==> src/rtl/lcd_fetch.sv <==
// lcd_fetch: screen fetch engine on the video side of blink.
// Walks the screen base file cell by cell, reads char, attribute and font
// byte over the video bus in the slots the Z80 leaves free, and hands one
// attributed pixel byte per cell to the LCD serializer.
module lcd_fetch #(
    parameter int COLS  = 106,
    parameter int TROWS = 8
) (
    input  logic        mck,
    input  logic        res,
    input  logic [1:0]  clkcnt,
    input  logic        lcdon,
    input  logic [12:0] pb0w,
    input  logic [9:0]  pb1w,
    input  logic [8:0]  pb2w,
    input  logic [10:0] pb3w,
    input  logic [10:0] sbrw,
    input  logic        t_1s,
    output logic [21:0] va,
    input  logic [7:0]  vid_cdo,
    output logic [7:0]  pix_data,
    output logic        pix_wide,
    output logic        pix_grey,
    output logic        pix_sof,
    output logic        pix_eol,
    output logic        pix_valid,
    input  logic        pix_ready
);

    typedef enum logic [2:0] {IDLE, RD_CHR, RD_ATR, RD_FNT, EMIT} state_t;

    localparam logic [6:0] COL_LAST = 7'(COLS - 1);
    localparam logic [2:0] TL_LAST  = 3'(TROWS - 1);

    state_t      state, state_next;
    logic [2:0]  tl, pr;
    logic [6:0]  col;
    logic [12:0] pb0;
    logic [9:0]  pb1;
    logic [8:0]  pb2;
    logic [10:0] pb3;
    logic [10:0] sbr;
    logic [7:0]  chr;
    logic [5:0]  atr;
    logic [9:0]  idx_hi;
    logic [8:0]  idx_lo;
    logic [7:0]  pix_next;
    logic        slot_free, last_col, last_cell;
    logic        cap_chr, cap_atr, cap_pix, take, clear_cnt, load_shadow;

    // Clock phase 2 belongs to the Z80; any other phase completes a read.
    assign slot_free = (clkcnt != 2'd2);
    assign last_col  = (col == COL_LAST);
    assign last_cell = last_col && (pr == 3'd7) && (tl == TL_LAST);

    // The word and its sideband are only meaningful while EMIT holds them.
    assign pix_valid = (state == EMIT);
    assign pix_sof   = pix_valid && (tl == 3'd0) && (pr == 3'd0) && (col == 7'd0);
    assign pix_eol   = pix_valid && last_col;

    // State register.
    always_ff @(posedge mck or posedge res) begin
        // NOTE: every clocked assignment is non-blocking so all registers
        // update together from pre-edge values, independent of block order.
        if (res) state <= IDLE;
        else     state <= state_next;
    end

    // Next state and per-cycle strobes; a dropped lcdon aborts any read.
    always_comb begin
        // NOTE: everything written here gets a default first, otherwise a
        // path that skips an assignment would infer a latch.
        state_next  = state;
        cap_chr     = 1'b0;
        cap_atr     = 1'b0;
        cap_pix     = 1'b0;
        take        = 1'b0;
        clear_cnt   = 1'b0;
        load_shadow = 1'b0;
        case (state)
            IDLE: begin
                if (lcdon) begin
                    state_next  = RD_CHR;
                    load_shadow = 1'b1;
                end
            end
            RD_CHR: begin
                if (!lcdon) begin
                    state_next = IDLE;
                    clear_cnt  = 1'b1;
                end else if (slot_free) begin
                    cap_chr    = 1'b1;
                    state_next = RD_ATR;
                end
            end
            RD_ATR: begin
                if (!lcdon) begin
                    state_next = IDLE;
                    clear_cnt  = 1'b1;
                end else if (slot_free) begin
                    cap_atr    = 1'b1;
                    state_next = RD_FNT;
                end
            end
            RD_FNT: begin
                if (!lcdon) begin
                    state_next = IDLE;
                    clear_cnt  = 1'b1;
                end else if (slot_free) begin
                    cap_pix    = 1'b1;
                    state_next = EMIT;
                end
            end
            EMIT: begin
                if (pix_ready) begin
                    take = 1'b1;
                    if (!lcdon) begin
                        state_next = IDLE;
                        clear_cnt  = 1'b1;
                    end else begin
                        state_next  = RD_CHR;
                        load_shadow = last_cell;
                    end
                end
            end
            default: state_next = IDLE;
        endcase
    end

    // Cell position: col fastest, then pixel row, then text line.
    always_ff @(posedge mck or posedge res) begin
        if (res) begin
            tl  <= '0;
            pr  <= '0;
            col <= '0;
        end else if (clear_cnt) begin
            tl  <= '0;
            pr  <= '0;
            col <= '0;
        end else if (take) begin
            if (last_col) begin
                col <= '0;
                if (pr == 3'd7) begin
                    pr <= '0;
                    tl <= (tl == TL_LAST) ? 3'd0 : tl + 3'd1;
                end else begin
                    pr <= pr + 3'd1;
                end
            end else begin
                col <= col + 7'd1;
            end
        end
    end

    // Base registers are frozen for a whole frame so a CPU update cannot tear it.
    always_ff @(posedge mck or posedge res) begin
        if (res) begin
            pb0 <= '0;
            pb1 <= '0;
            pb2 <= '0;
            pb3 <= '0;
            sbr <= '0;
        end else if (load_shadow) begin
            pb0 <= pb0w;
            pb1 <= pb1w;
            pb2 <= pb2w;
            pb3 <= pb3w;
            sbr <= sbrw;
        end
    end

    // Char and attribute captured as their reads complete.
    always_ff @(posedge mck or posedge res) begin
        if (res) begin
            chr <= '0;
            atr <= '0;
        end else begin
            if (cap_chr) chr <= vid_cdo;
            if (cap_atr) atr <= vid_cdo[5:0];
        end
    end

    // Attribute effects on the font byte; flash comes last and wins.
    always_comb begin
        pix_next = vid_cdo;
        if (!atr[5])
            pix_next = pix_next & 8'h3F;
        if (atr[1] && !atr[5] && (pr == 3'd7))
            pix_next = 8'h3F;
        if (atr[4])
            pix_next = pix_next ^ (atr[5] ? 8'hFF : 8'h3F);
        if (atr[3] && t_1s)
            pix_next = 8'h00;
    end

    // Output word register, loaded as the font read completes.
    always_ff @(posedge mck or posedge res) begin
        if (res) begin
            pix_data <= '0;
            pix_wide <= 1'b0;
            pix_grey <= 1'b0;
        end else if (cap_pix) begin
            pix_data <= pix_next;
            pix_wide <= atr[5];
            pix_grey <= atr[2];
        end
    end

    // Video address decode; upper char ranges select the alternate font bank.
    always_comb begin
        idx_hi = {atr[1:0], chr};
        idx_lo = {atr[0], chr};
        va     = '0;
        case (state)
            RD_CHR: va = {sbr, tl, col, 1'b0};
            RD_ATR: va = {sbr, tl, col, 1'b1};
            RD_FNT: begin
                if (atr[5]) begin
                    if (idx_hi >= 10'h300) va = {pb3, idx_hi[7:0], pr};
                    else                   va = {pb2, idx_hi, pr};
                end else begin
                    if (idx_lo >= 9'h1C0)  va = {pb0, idx_lo[5:0], pr};
                    else                   va = {pb1, idx_lo, pr};
                end
            end
            default: va = '0;
        endcase
    end

endmodule

==> config.mk <==
export PLATFORM = sky130hd
export DESIGN_NAME = lcd_fetch
export DESIGN_NICKNAME = d
export VERILOG_FILES = /design/src/rtl/lcd_fetch.sv
export SDC_FILE = /design/constraint.sdc
export NUM_CORES = 1
export LEC_CHECK = 0
export BUFFER_PORTS_ARGS = -buffer_cell sky130_fd_sc_hd__buf_2
export CELL_PAD_IN_SITES_DETAIL_PLACEMENT = 1
export CELL_PAD_IN_SITES_GLOBAL_PLACEMENT = 2
export CORE_MARGIN = 2
export CORE_UTILIZATION = 38
export DETAILED_ROUTE_END_ITERATION = 6
export GPL_TIMING_DRIVEN = 0
export PLACE_DENSITY = 0.88
export SYNTH_ARGS = -nofsm -noshare
export SYNTH_HDL_FRONTEND = slang
export SYNTH_SLANG_ARGS = --single-unit
==> constraint.sdc <==
create_clock -name mck -period 5.51 [get_ports mck]
set_input_delay 0.2755 -clock mck [delete_from_list [all_inputs] [get_ports mck]]
set_output_delay 0.2755 -clock mck [all_outputs]
set_load 0.005 [all_outputs]
# == Word level (Yosys, flattened, before mapping) ==
# Index checks and enable logic that the tools add are counted.
# word_totals
reg_bits,94
in_bits,69
out_inout_bits,35
wordCells,99
# classes
addsub,3
n_lt_le_gt_ge,2
eq_ne,13
muxes,45
n_bitwise,1
n_reduce_logical,21
# op_table
cell,n
$mux W22,3
$pmux W22 S3,1
$mux W3,17
$mux W8,5
$mux W7,3
$pmux W3 S5,1
$mux W1,13
$ge A10 B10 Y1 const B,1
$eq A3 B3 Y1 const B,3
$ge A9 B9 Y1 const B,1
$logic_and A1 B1 Y1,9
$logic_not A3 Y1,3
$ne A3 B3 Y1 const B,3
$xor A8 B8 Y8,1
$add A7 B1 Y7 const B,1
$eq A7 B7 Y1 const B,1
$logic_not A7 Y1,1
$add A3 B1 Y3 const B,2
$eq A3 B2 Y1 const B,2
$reduce_bool A2 Y1,3
$reduce_and A5 Y1,1
$ne A2 B2 Y1 const B,2
$pmux W1 S2,2
$eq A3 B1 Y1 const B,1
other kinds (5),5

# == Depth between registers and ports, before layout ==
# logic_depth
depth_word,7
depth_mapped,7
ltp_nobuf,6

# == Least setup slack after synthesis ==
# OpenSTA, ideal clock, no wires.
# synth_path
path_type,register to register
start,register tl[0]
end,register pb0[2]
setup_time_ns,0.125
arrival_time_ns,1.832
t_required_ns,5.385
slack_ns,3.554
path_stages_with_launch,8
path_buffers,1
period_less_slack_ns,1.956
path_cell_list,dfrtp_1 -> ha_1 -> ha_1 -> and3_1 -> a31o_2 -> nand3_4 -> clkbuf_8 -> mux2_2
# synth_between
elab_chain_cells,5
# synth_lines
item,line_no,rtl
"start, declared",36,"logic [2:0] tl, pr;"
"start signal, assigned",145,tl <= (tl == TL_LAST) ? 3'd0 : tl + 3'd1;
$eq A3 B3 Y1,54,assign last_cell = last_col && (pr == 3'd7) && (tl == TL_LAST);
$logic_and A1 B1 Y1,54,
$mux W1,117,if (!lcdon) begin
$mux W1,115,if (pix_ready) begin
$pmux W1 S2,80,case (state)
"end signal, assigned",164,pb0 <= pb0w;
"end, declared",38,logic [12:0] pb0;
# No other way between the ends.
# A chain may end at the register's enable or synchronous reset.

# == Worst setup path after layout ==
# layout_path
start,register state[2]
end,output va[9]
# layout_between
elab_chain_cells,2
word_cells_on_any_way,4
cone_classes,eq/ne (3); mux (1)
# layout_lines
item,line_no,rtl
"start, declared",35,"state_t state, state_next;"
"start signal, assigned",66,else state <= state_next;
$eq A3 B2 Y1 / $eq A3 B1 Y1 (equally long branches),214,case (state)
$pmux W22 S3 *,214,
"end, declared",19,"output logic [21:0] va,"
# Mark *: on every way between the ends. The rest lies on a longest branch, timed or not.

==> key figures <==
Worst setup path
  • Crit path kind: reg -> out
  • Crit path max fanout: 10
  • CP endpoint kind: output port
  • CP Launch Type: register
  • Crit path DAT: 2420 ps
  • CP Data Required Time: 5230 ps

STA
  • Max Clock Freq: 0.370 GHz
  • Final TNS setup: 0 ps
  • Final setup viols: 0
  • Hold WS: 151 ps
  • Worst slew pin tran: 757 ps
  • Relative slew slack: 49.6%
  • Final critical-path share of the clock period: 49.0%
  • Setup Skew: 8.40 ps
  • RSZ-0062 raised after global routing: false
  • Crit path time final: 2700 ps
  • Final hold vios: 0
  • PnR worst setup slack: 2810 ps
  • Pins Over Slew Limit: 0

Logic synthesis
  • Syn Inst Count: 378
  • Top post-synthesis cells by area: dfrtp_1 (50%), mux2_2 (16%), mux2i_1 (6.6%)
  • Mean Syn Cell Area: 12.3 sq um
  • Post-synthesis sequential area ratio: 50.4%
  • Yosys cell types: 43
  • Yosys warning count: 0
  • Post-synth top area cell: dfrtp_1
  • Mapped cell area: 0.00467 sq mm
  • FF+latch count, synth: 94
  • Area share of the largest cell type after synthesis: 50.4%
  • Mapped Nets: 456

Drt
  • Via-to-Cell Ratio: 5.30
  • Final WL: 12.4 mm
  • Vias: 3,426
  • Residual DRC: 0
  • Final ANT Viol Nets: 0
  • Drt first-iter violations: 116
  • Pre-antenna DRT Iters: 4
  • Avg WL per Cell: 19.1 um

Place
  • Placer Congestion: 0.801
  • # port buffers: 102
  • Setup WS pre-CTS: 3230 ps
  • Hpwl dp: 9.10 mm
  • # placed instances: 628

Global route
  • Gr usage total: 19.7%
  • Pin count of the biggest net entering global routing: 69
  • First-pass GRT wire length: 19.6 mm
  • Initial antenna violation count: 2
  • Vias in the first global route: 3,689
  • Gr ovfl total: 0

Cells and area
  • Nets@finish: 571
  • Synthesis-to-layout area growth: 22.7%
  • Most frequent cells in the layout: buf_2 (108), dfrtp_1 (94), mux2_2 (67)
  • Most common cell after layout, fill and taps aside: buf_2
  • Post-route non-filler standard cell count: 647
  • Share of cells above drive strength 1: 41.6%
  • Final core occ: 47.7%

Hold path
  • Worst hold path class: in -> reg

Floorplanning
  • Die width: 115 um
  • FP Rows: 40
  • I/O pins: 104
  • Area of the core: 0.0120 sq mm
  • Die ar.: 0.0132 sq mm
  • Die height: 115 um
  • Starting Density: 38.9%

Clock tree
  • Worst skew pair latency: 350 ps
  • CTS tree: built
  • # H-tree levels: 3
  • Post-CTS Setup Bufs: 0
  • Worst-case clock buffer depth: 2
  • Worst-path clk slew: 70 ps
  • Clock root buffer: clkbuf_16
  • Clock Sinks: 94
  • Num CTS Buffers: 9

Pwr
  • P per Cell Area: 406 mW/mm^2
  • Worst vdd ir: 218 uV
  • Pleak: 2.78 nW

Outcome
  • Status: complete, no violations

Flow run
  • Max-cap violations: 0
-- logic make-up (layout without fill, tap and decap cells) --
family	count (synthesis)	count (layout)	synth area share, %
buffers and inverters	35	155	4.05
XOR/XNOR	10	10	1.88
adder cells (fa/ha/maj)	9	9	2.41
multiplexers	101	101	23.8
AND/OR/NAND/NOR	70	70	8.20
other	0	2	0
AO/OA/AOI/OAI	59	59	9.28
flip-flops	94	94	50.4
-- worst paths after layout --
kind / startpoint / end / slack, ps / depth (start not counted)
max reg2reg: pr[0]$_DFFE_PP0P_ / pb1[7]$_DFFE_PP0P_ / 3310 / 7
min in group asynchronous: res / sbr[6]$_DFFE_PP0P_ / 460 / 3
max in group asynchronous: res / col[2]$_DFFE_PP0P_ / 4400 / 4
max: state[2]$_DFFE_PP0P_ / va[9] / 2810 / 7
min: pb2w[1] / pb2[1]$_DFFE_PP0P_ / 150 / 2
min reg2reg: pix_data[3]$_DFFE_PP0P_ / pix_data[3]$_DFFE_PP0P_ / 500 / 1
-- synthesized netlist by cell type --
master	count
a21o_1	1
a21oi_1	11
a22o_1	24
a31o_2	1
a31oi_1	1
a32o_1	3
and3_1	1
and3b_1	1
and4_1	3
and4bb_2	1
buf_1	1
buf_2	6
clkbuf_1	9
clkbuf_8	5
dfrtp_1	94
ha_1	9
inv_1	14
mux2_2	67
mux2_4	3
mux2i_1	31
nand2_1	18
nand2b_1	3
nand3_1	8
nand3_4	1
nand4_1	3
nand4bb_1	1
nor2_1	16
nor2b_1	4
nor3_1	1
nor3_2	1
o211ai_1	1
o21a_1	1
o21ai_0	9
o21ai_2	1
o21bai_1	1
o22ai_1	1
o311ai_0	2
o31ai_1	2
or3_1	6
or4_1	1
or4b_2	1
xnor2_1	7
xor2_1	3
-- critical path, stage by stage (launching register included) --
cell and delay [ps]:
dfrtp_1 390, buf_2 180, nand2b_1 180, nor2_1 200, clkbuf_1 550, o311ai_0 290, nand2_1 160, buf_2 120
-- timing repair --
item                                    CTS  global route
hold endpoints to repair                 26             0
endpoints found under the setup margin    0             0
resized for setup                         0             0
hold buffers                              1             0
-- registers in the layout (all words and copies together) (netlist names) --
register,cells
col,7
pb3,11
pix_data,8
pix_wide,1
pr,3
sbr,11
pix_grey,1
pb0,13
state,3
atr,6
chr,8
pb1,10
pb2,9
tl,3
-- layer usage --
metal | vias up | track usage, % | wire, um
met5 | - | 0 | 13
met2 | 94 | 32.3 | 5950
met4 | 2 | 6.75 | 193
met1 | 1711 | 25.0 | 5470
met3 | 18 | 5.64 | 733
li1 | 1601 | - | -
-- stage by stage --
stage / instance area, sq um / power (mW)
detailed placement: 5390 / 1.68
global placement: 5360 / 1.65
CTS: 5720 / 2.35
floorplan: 4670 / 1.45
global route: 5720 / 2.46
finish: 5720 / 2.33
-- where the power goes --
part	internal, mW	switching [mW]	total (mW)
Combinational	0.357	0.315	0.672
Sequential	0.880	0.116	0.996
Clock	0.381	0.277	0.658
-- area by class of cell --
cell class              count  area, sq um
fillers                  1352         6290
plain buffers              21          136
well taps                 147          184
multi-input cells         249         2130
diodes                      2         5.00
flip-flops and latches     94         2350
clock buffers              11          253
repair buffers            104          548
inverters                  14         55.1
clock inverters             5         65.1
No activity file was read; power rests on OpenSTA's default activity.
